==> src/rtl/iob_2p_assim_fifo_ctrl.sv <==
// Width-converting FIFO controller for an asymmetric two-port memory:
// wide words are pushed on the write port, narrow slices are popped on the read port.
module iob_2p_assim_fifo_ctrl #(
    parameter int W_DATA_W = 32,
    parameter int R_DATA_W = 16,
    parameter int W_ADDR_W = 11,
    parameter int RATIO    = W_DATA_W / R_DATA_W,
    parameter int R_ADDR_W = W_ADDR_W + $clog2(RATIO)
) (
    input  logic                clk,
    input  logic                rst_n,
    input  logic                clear,
    input  logic                w_en,
    input  logic [W_DATA_W-1:0] w_data,
    output logic                w_full,
    input  logic                r_en,
    output logic [R_DATA_W-1:0] r_data,
    output logic                r_valid,
    output logic                r_empty,
    output logic [R_ADDR_W:0]   level,
    output logic                overflow,
    output logic                underflow,
    output logic                mem_w_en,
    output logic [W_ADDR_W-1:0] mem_w_addr,
    output logic [W_DATA_W-1:0] mem_data_in,
    output logic                mem_r_en,
    output logic [R_ADDR_W-1:0] mem_r_addr,
    input  logic [R_DATA_W-1:0] mem_data_out
);

    localparam int LVL_W = R_ADDR_W + 1;
    localparam logic [LVL_W-1:0] CAP_L   = {1'b1, {R_ADDR_W{1'b0}}};
    localparam logic [LVL_W-1:0] RATIO_L = LVL_W'(RATIO);
    localparam logic [LVL_W-1:0] LVL_ONE = LVL_W'(1);
    localparam logic [LVL_W-1:0] FULL_TH = CAP_L - RATIO_L;

    logic [W_ADDR_W-1:0] wptr_q, wptr_d;
    logic [R_ADDR_W-1:0] rptr_q, rptr_d;
    logic [LVL_W-1:0]    level_q, level_d;
    logic                r_valid_q, r_valid_d;
    logic [R_DATA_W-1:0] r_hold_q, r_hold_d;
    logic                overflow_q, overflow_d;
    logic                underflow_q, underflow_d;
    logic                push_acc, pop_acc;

    // Handshake: a push is taken when w_en is high and w_full is low, a pop when
    // r_en is high and r_empty is low; clear blocks both. Flags come from level_q only.
    assign w_full   = (level_q > FULL_TH);
    assign r_empty  = (level_q == '0);
    assign push_acc = w_en & ~w_full & ~clear;
    assign pop_acc  = r_en & ~r_empty & ~clear;

    always_comb begin
        wptr_d      = wptr_q;
        rptr_d      = rptr_q;
        level_d     = level_q;
        r_valid_d   = pop_acc;
        r_hold_d    = r_hold_q;
        overflow_d  = overflow_q | (w_en & w_full & ~clear);
        underflow_d = underflow_q | (r_en & r_empty & ~clear);

        // Memory data is only valid in the cycle r_valid is high; keep it afterwards.
        if (r_valid_q) begin
            r_hold_d = mem_data_out;
        end

        if (push_acc) begin
            wptr_d = wptr_q + W_ADDR_W'(1);
        end
        if (pop_acc) begin
            rptr_d = rptr_q + R_ADDR_W'(1);
        end

        case ({push_acc, pop_acc})
            2'b10:   level_d = level_q + RATIO_L;
            2'b01:   level_d = level_q - LVL_ONE;
            2'b11:   level_d = level_q + RATIO_L - LVL_ONE;
            default: level_d = level_q;
        endcase

        if (clear) begin
            wptr_d      = '0;
            rptr_d      = '0;
            level_d     = '0;
            r_valid_d   = 1'b0;
            overflow_d  = 1'b0;
            underflow_d = 1'b0;
        end
    end

    always_ff @(posedge clk or negedge rst_n) begin
        if (!rst_n) begin
            wptr_q      <= '0;
            rptr_q      <= '0;
            level_q     <= '0;
            r_valid_q   <= 1'b0;
            r_hold_q    <= '0;
            overflow_q  <= 1'b0;
            underflow_q <= 1'b0;
        end else begin
            wptr_q      <= wptr_d;
            rptr_q      <= rptr_d;
            level_q     <= level_d;
            r_valid_q   <= r_valid_d;
            r_hold_q    <= r_hold_d;
            overflow_q  <= overflow_d;
            underflow_q <= underflow_d;
        end
    end

    assign r_valid     = r_valid_q;
    assign r_data      = r_valid_q ? mem_data_out : r_hold_q;
    assign level       = level_q;
    assign overflow    = overflow_q;
    assign underflow   = underflow_q;
    assign mem_w_en    = push_acc;
    assign mem_w_addr  = wptr_q;
    assign mem_data_in = w_data;
    assign mem_r_en    = pop_acc;
    assign mem_r_addr  = rptr_q;

endmodule
==> config.mk <==
export PLATFORM = sky130hd
export DESIGN_NAME = iob_2p_assim_fifo_ctrl
export DESIGN_NICKNAME = d
export VERILOG_FILES = /design/src/rtl/iob_2p_assim_fifo_ctrl.sv
export SDC_FILE = /design/constraint.sdc
export NUM_CORES = 1
export LEC_CHECK = 0
export ABC_AREA = 0
export BUFFER_PORTS_ARGS = -buffer_cell sky130_fd_sc_hd__buf_2
export CORE_MARGIN = 8
export CORE_UTILIZATION = 43
export DETAILED_ROUTE_END_ITERATION = 12
export GPL_TIMING_DRIVEN = 0
export HOLD_SLACK_MARGIN = 0.1
export PLACE_DENSITY_LB_ADDON = 0.08
export REMOVE_ABC_BUFFERS = 1
export SLEW_MARGIN = 40
export SYNTH_ARGS = -nofsm -noshare
export SYNTH_HDL_FRONTEND = slang
export SYNTH_SLANG_ARGS = --single-unit
==> constraint.sdc <==
create_clock -name clk -period 3.66 [get_ports clk]
set_clock_uncertainty 0.15 [all_clocks]
set_input_delay 0.183 -clock clk [delete_from_list [all_inputs] [get_ports clk]]
set_output_delay 0.183 -clock clk [all_outputs]
set_load 0.01 [all_outputs]
Yosys cells after proc, flatten, opt, wreduce, memory -nomap -nowiden:

Cells that the tools add are included.

* bits in registers: 55
* input port bits: 53
* output and inout port bits: 91

* $add $sub $neg: 5
* $lt $le $gt $ge: 1
* equality and inequality tests: 3
* muxes and demuxes: 10
* bitwise logic cells: 13
* reduce and logical (&&, ||, !) cells: 4

Operator list (number)
* one-hot mux 13 bit (3 select lines): 1
* subtractor 13 x 1 -> 13 bit (second input constant): 2
* 2-to-1 mux 12 bit: 2
* 2-to-1 mux 11 bit: 2
* 2-to-1 mux 16 bit: 1
* adder 13 x 2 -> 13 bit (second input constant): 1
* > comparator 13 x 12 -> 1 bit (second input constant): 1
* logical NOT 13 bit: 1
* 2-to-1 mux 13 bit: 1
* adder 12 x 1 -> 12 bit (second input constant): 1
* adder 11 x 1 -> 11 bit (second input constant): 1
* bitwise AND 1 bit: 8
* equality test 2 bit (second input constant): 2
* nonzero test 2 bit: 2
* nonzero test 4 bit: 1
* 2-to-1 mux 1 bit: 3
* NOT 1 bit: 3
* equality test 2 x 1 -> 1 bit (second input constant): 1
* OR 1 bit: 2

Depth between registers and ports, before layout:

Gate-level depths: netlist of the first run.

* depth in word-level cells: 7
* mapped depth: 11
* mapped depth without buffers: 11

Worst setup path before layout of the first run:

Ideal clock, no wire load.

* path type: register -> register
* from: register level_q[2], in the netlist level[2]
* to: register level_q[10], in the netlist level[10]
* arrival time: 2.736 ns
* path slack: 0.642 ns
* cell stages (with the launch flop): 12
* period minus slack after synthesis: 3.018 ns
* cell sequence: dfrtp_1 -> ha_1 -> nand3_1 -> or4_4 -> nand3_2 -> xor2_1 -> ha_1 -> nand2_1 -> a2111oi_2 -> nand3b_1 -> xnor2_1 -> nor2_1

* word-level cells in the longest chain between the ends: 7
* elaborated cells between the ends (all ways): 17
* those cells by class: add/sub (3); order compare (1); eq/ne (3); mux (2); bitwise (6); reduce/logical (2)

Ends and longest elaborated chain
* start, declared: RTL line 39 `logic [LVL_W-1:0] level_q, level_d;`
* start signal, assigned: RTL line 103 `level_q <= level_d;`
* branches (longest 7 deep; another with adder 13 x 2 -> 13 bit)

Several ways; the timed one is not identified.
A chain may end at the register's enable or synchronous reset.

Final worst setup path of the first run:

* from: register level_q[1], in the netlist level[1]
* to: register level_q[10], in the netlist level[10]

The elaborated chain is that of the path after synthesis.

==> results of run 1 <==
[worst paths after layout]
path / slack [ns] / end / cells past startpoint / startpoint
min: 0.15 / mem_r_addr[3] / 2 / clear
max in group asynchronous: 2.56 / level[1] / 2 / rst_n
min in group asynchronous: 0.30 / r_hold_q[14] / 2 / rst_n
max: 0.36 / level[10] / 11 / level[1]
min reg2reg: 0.35 / r_hold_q[4] / 1 / r_hold_q[4]
max reg2reg: 0.36 / level[10] / 11 / level[1]
[critical path, delay by kind of cell (launching register included)]
kind | cells | cell delay [ns]
AO/OA/AOI/OAI | 1 | 0.39
XOR/XNOR | 2 | 0.34
adder cells (fa/ha/maj) | 2 | 0.53
flip-flops | 1 | 0.52
AND/OR/NAND/NOR | 6 | 1.25
[report_power, final]
part	switching (uW)	total, uW	internal (uW)
logic	718	1310	595
registers	237	1010	771
clock network	224	363	139
total	1180	2680	1500
[flip-flops by register name, summed over array words and instances (netlist names)]
name and count:
mem_r_addr 12, underflow 1, level 13, r_valid 1
mem_w_addr 11, r_hold_q 16, overflow 1
[synthesized netlist by cell type, types with 3 or more instances]
| cell | count | area share |
|---|---|---|
| or3_1 | 6 | 0.011 |
| o31ai_1 | 3 | 0.0063 |
| mux2i_1 | 4 | 0.011 |
| xnor2_1 | 22 | 0.054 |
| nand2_1 | 26 | 0.027 |
| and4_1 | 3 | 0.0074 |
| buf_6 | 4 | 0.013 |
| buf_4 | 34 | 0.071 |
| a21oi_1 | 12 | 0.017 |
| xor2_1 | 20 | 0.049 |
| a31oi_1 | 3 | 0.0053 |
| nor2_1 | 55 | 0.058 |
| nand3_1 | 16 | 0.022 |
| nand4_1 | 12 | 0.021 |
| o21ai_0 | 5 | 0.0070 |
| nor4_1 | 7 | 0.012 |
| mux2_2 | 16 | 0.050 |
| inv_1 | 5 | 0.0053 |
| buf_2 | 4 | 0.0056 |
| nor3_1 | 6 | 0.0084 |
| nand2b_1 | 5 | 0.0088 |
| dfrtp_1 | 55 | 0.39 |
| clkbuf_1 | 10 | 0.011 |
| nand4_2 | 3 | 0.011 |
| ha_1 | 4 | 0.014 |
[layout make-up]
cell class / count / share of cell area
multi-input combinational: 264 / 0.452
sequential: 55 / 0.341
timing repair buffer: 98 / 0.146
tap: 105 / 0.0325
clock buffer: 5 / 0.0170
clock inverter: 3 / 0.00588
inverter: 6 / 0.00557
[logic make-up (layout without fill, tap and decap cells)]
family / after synthesis / in the layout / synth area share
AOI/OAI and AO/OA: 38 / 38 / 0.0799
DFF: 55 / 55 / 0.385
adders and majority gates: 4 / 4 / 0.0140
xor gates and xnor gates: 42 / 42 / 0.103
and+or+nand+nor: 160 / 160 / 0.246
buffers and inverters: 59 / 112 / 0.111
muxes: 20 / 20 / 0.0616
[metrics by stage]
step	TNS (ns)	power, uW	cells
3_3_place_gp	-1.06	2290	509
2_1_floorplan	0	1850	325
4_1_cts	0	2700	536
5_1_grt	0	2900	536
3_5_place_dp	0	2310	509
6_report	0	2680	536
[metal layers]
metal,vias to the layer above,share of wire
met1,1353,0.45
met3,7,0.13
met5,-,0
li1,1395,-
met2,126,0.41
met4,0,0.0075
[timing repair]
| action | in CTS | in global routing |
|---|---|---|
| endpoints found under the hold margin | 74 | 0 |
| resized for setup | 0 | 3 |
| setup endpoints to repair | 0 | 4 |
| hold buffers | 19 | 0 |
| setup buffers | 0 | 0 |
==> impl_metrics.toml, run 1 <==
[drt]
ant_nets = 0
vias_per_cell = 5.38
route.vias.total = 2881
route.detailed.wl_per_inst_microns = 19.4
drt_iter0_markers = 321
drc = 0
drt-total-wl_microns = 10400
dr.pass1.iters = 4

[clocking]
cts_made_buffers = 5
clock_path_buffers = 2
cts.sinks = 55
cts_tree = "done"
cts.reportedPaths.clkPinSlew_ns = 0.11
ctsRootBufferMaster = "clkbuf_8"
clk_latency_ns = 0.32
cts-htree-levels = 2

[timing]
slew_viol_final = 0
hold_viol = 0
slew_headroom = 0.527
grt_setup_unrepaired = "no"
fin_ws_ns = 0.363
hold_ws_ns = 0.145
finalSetupViolCount = 0
max_freq_mhz = 303
fin_crit_sh = 0.901
fin_crit_ns = 3.30
worst-slew-pin-transition_ns = 0.710

[final_layout]
mostFrequentLayoutCell = "buf_2"
num_antenna_cells = 0
area_growth_pct = 13.3
nFillCells = 800
multi_input_area_sq_um = 1830
utilization = 0.497
register_area_sq_um = 1380
final_cell_mix = "buf_2, nor2_1, dfrtp_1, nand2_1, xnor2_1"
layout-drive-gt1-share = 0.288
fin_area_sq_um = 4050
num-nets-final = 487

[placement]
dp_slack_ns = 0.0866
dpl-instance-area_sq_um = 3750
dp_hpwl_microns = 7510
place.gp.congestion = 0.875
io_buffers = 79

[global_route]
globalRoute.totalOverflow = 0
grt_usage = 0.187
grt_max_degree = 56
gr-max-usage-layer = "met1"
met1_usage = 0.262
antenna_found_initial = 0
use_met2 = 0.252
grt_pass1_wl_microns = 17000
grt_pass1_vias = 2897
met3_usage = 0.0912

[floorplanning]
die_h_microns = 107
ios = 144
die_x_microns = 107
start_util = 0.439
coreArea_sq_um = 8130
rows = 33
dieArea_sq_um = 11500

[setup_path]
critPathLaunchType = "flip-flop"
required_ns = 3.70
crit_arrival_ns = 3.34
cp_max_fo = 12
path_cells = "ha_1, nand3_1, or4_4, nand3_2, xor2_1, ha_1, nand2_1, a2111oi_4, nand3b_1, xnor2_1, nor2_1"
crit_type = "reg -> reg"
cpMaxStageDelayCell = "dfrtp_2"
cpPeakStageDelay_ns = 0.52
crit_path_end_kind = "flip-flop"
crit_path_frequent_cell = "ha_1"

[power]
ir_drop_v = 0.000276
p_leak_uw = 0.00177
pwr_density_cell_nw_per_um2 = 663

[synth]
synth-seq-cells = 55
synth_ff_type = "dfrtp_1"
async_flop_share = 1.00
syn-cell-area_sq_um = 3570
ys_seq_area_frac = 0.385
yosysWarnings = 0
synth_cells = 378
synth_edf_count = 0
ys_types = 56
synth_area_per_cell_sq_um = 9.45

[job]
maxCapViolCount = 0

[status]
status = "complete, no violations"

[hold_path]
min_path_type = "in -> reg"
Power figures use the tool's default switching activity.
==> inputs of run 2 (changes only) <==
--- a/config.mk
+++ b/config.mk
@@ -7,6 +7,7 @@
 export LEC_CHECK = 0
 export ABC_AREA = 0
 export BUFFER_PORTS_ARGS = -buffer_cell sky130_fd_sc_hd__buf_2
+export CORE_ASPECT_RATIO = 1.2
 export CORE_MARGIN = 8
 export CORE_UTILIZATION = 43
 export DETAILED_ROUTE_END_ITERATION = 12
==> constraint.sdc (replaced) <==
create_clock -name clk -period 3.66 [get_ports clk]
set_clock_uncertainty 0.15 [all_clocks]
set_input_delay 0.732 -clock clk [delete_from_list [all_inputs] [get_ports clk]]
set_output_delay 0.732 -clock clk [all_outputs]
set_load 0.01 [all_outputs]
==> run 2 against run 1 <==
Combinational power about the same. Count of clock-buffer cells in the layout unchanged. First-iteration DRC count shrank 45%. Flip-flop and latch count stayed put. Wire length fell by 2.3%. Clock power increased by 16%. Hold slack better by 0.16 ns. Cell count is 5.4% lower. Highest routed layer unchanged.
==> impl_metrics.toml, run 2 (synthesis gave the netlist of run 1 again) <==
[timing]
grt_setup_unrepaired = "no"
fin_ws_ns = 0.257
slew_headroom = 0.531
hold_ws_ns = 0.306
finalSetupViolCount = 0
fin_crit_ns = 3.40
hold_viol = 0
fin_crit_sh = 0.930
slew_viol_final = 0
worst-slew-pin-transition_ns = 0.698
max_freq_mhz = 294

[clocking]
cts_tree = "done"
cts-htree-levels = 2
cts_made_buffers = 5
ctsRootBufferMaster = "clkbuf_8"
cts.reportedPaths.clkPinSlew_ns = 0.11
clock_path_buffers = 2
cts_setup_buffers = 0
clk_latency_ns = 0.31
cts.sinks = 55

[power]
clkPwrFrac = 0.155
power.total_uw = 2730
net-switching-power_uw = 1170
seq_power_share = 0.370
internal_power_uw = 1560
pwr_density_cell_nw_per_um2 = 706
switching_share = 0.429
p_leak_uw = 0.00169
ir_drop_v = 0.000383
pwr-share-comb = 0.476

[drt]
vias_per_cell = 5.76
route.vias.total = 2920
ant_nets = 0
dr.pass1.iters = 5
drc = 0
route.detailed.wl_per_inst_microns = 20.0
drt-total-wl_microns = 10100
drt_iter0_markers = 177

[floorplanning]
rows = 36
die_x_microns = 99.2
dieArea_sq_um = 11500
ios = 144
die_h_microns = 116
start_util = 0.441
coreArea_sq_um = 8110

[setup_path]
reg2reg_slack_ns = 0.30
cp_max_fo = 12
crit_type = "reg -> out"
critPathLaunchType = "flip-flop"
crit_arrival_ns = 2.52
r2r.worst_path.cells = 11
required_ns = 2.78
crit_path_end_kind = "primary output"

[placement]
dp_hpwl_microns = 7470
dp_slack_ns = -0.155
io_buffers = 79
place.gp.congestion = 0.884
dpl-instance-area_sq_um = 3730

[global_route]
grt_pass1_wl_microns = 16000
antenna_found_initial = 0
grt_pass1_vias = 2866
grt_max_degree = 56
grt_usage = 0.176
globalRoute.totalOverflow = 0

[final_layout]
layout-drive-gt1-share = 0.301
register_area_sq_um = 1380
area_growth_pct = 8.23
final_cell_mix = "buf_2, nor2_1, dfrtp_1, nand2_1, xnor2_1"
fin_area_sq_um = 3870
num-nets-final = 468
largest_register = "r_hold_q"
num_antenna_cells = 0
largest_register_ffs = 16
multi_input_area_sq_um = 1830
nFillCells = 818
mostFrequentLayoutCell = "buf_2"

[hold_path]
min_path_type = "in -> async"

[job]
maxCapViolCount = 0

[status]
status = "complete, no violations"
-- run 2: cell count changes in the layout (fill, tap and decap cells not counted), sizes merged --
| cell | before | now |
|---|---|---|
| bufinv | 0 | 1 |
| clkinv | 1 | 0 |
| dlygate4sd3 | 19 | 0 |
-- run 2: repair_timing --
| action | 4_1_cts | 5_1_grt |
|---|---|---|
| hold buffers | 0 | 0 |
| resized for setup | 0 | 3 |
| endpoints found under the setup margin | 0 | 6 |
-- run 2: worst paths after layout --
kind / startpoint / end
setup / recovery: level[1] / mem_w_en
hold / removal: rst_n / r_hold_q[2]
setup reg to reg: level[1] / level[10]
hold reg to reg: r_hold_q[11] / r_hold_q[11]
max in group asynchronous: rst_n / level[1]
min in group clk: r_hold_q[11] / r_hold_q[11]
-- run 2: critical path: stages, from the launching register on --
cell and delay [ns]:
dfrtp_2 0.54, ha_1 0.36, nand3_1 0.18, or4_4 0.53, nand2b_1 0.39, nor2_1 0.06, buf_2 0.15
-- run 2: final cells by class --
type | count | area share
well taps | 95 | 0.0307
multi-input cells | 264 | 0.473
clock inverters | 3 | 0.0120
inverters | 6 | 0.00583
flip-flops and latches | 55 | 0.357
repair buffers | 79 | 0.104
clock buffers | 5 | 0.0178
-- run 2: per-stage QoR --
stage	util	instances	TNS, ns
after floorplan	-	325	0
after global placement	0.458	499	-6.54
after detailed placement	0.460	499	-0.206
after CTS	0.475	507	0
after global routing	0.477	507	0
final	0.477	507	0
-- run 2: routing by layer --
metal	wire length [microns]	global-route usage	up-vias
met5	0	0.0225	-
met4	99	0.0364	0
met3	1210	0.0913	14
met2	4310	0.250	138
met1	4530	0.230	1414
li1	-	-	1354
-- run 2: power groups by stage --
stage	Sequential [uW]	Combinational, uW	Clock, uW
5_1_grt	1040	1430	455
4_1_cts	1000	1300	431
3_3_place_gp	1010	1280	0
3_5_place_dp	1020	1290	0
6_report	1010	1300	422
2_1_floorplan	983	862	0
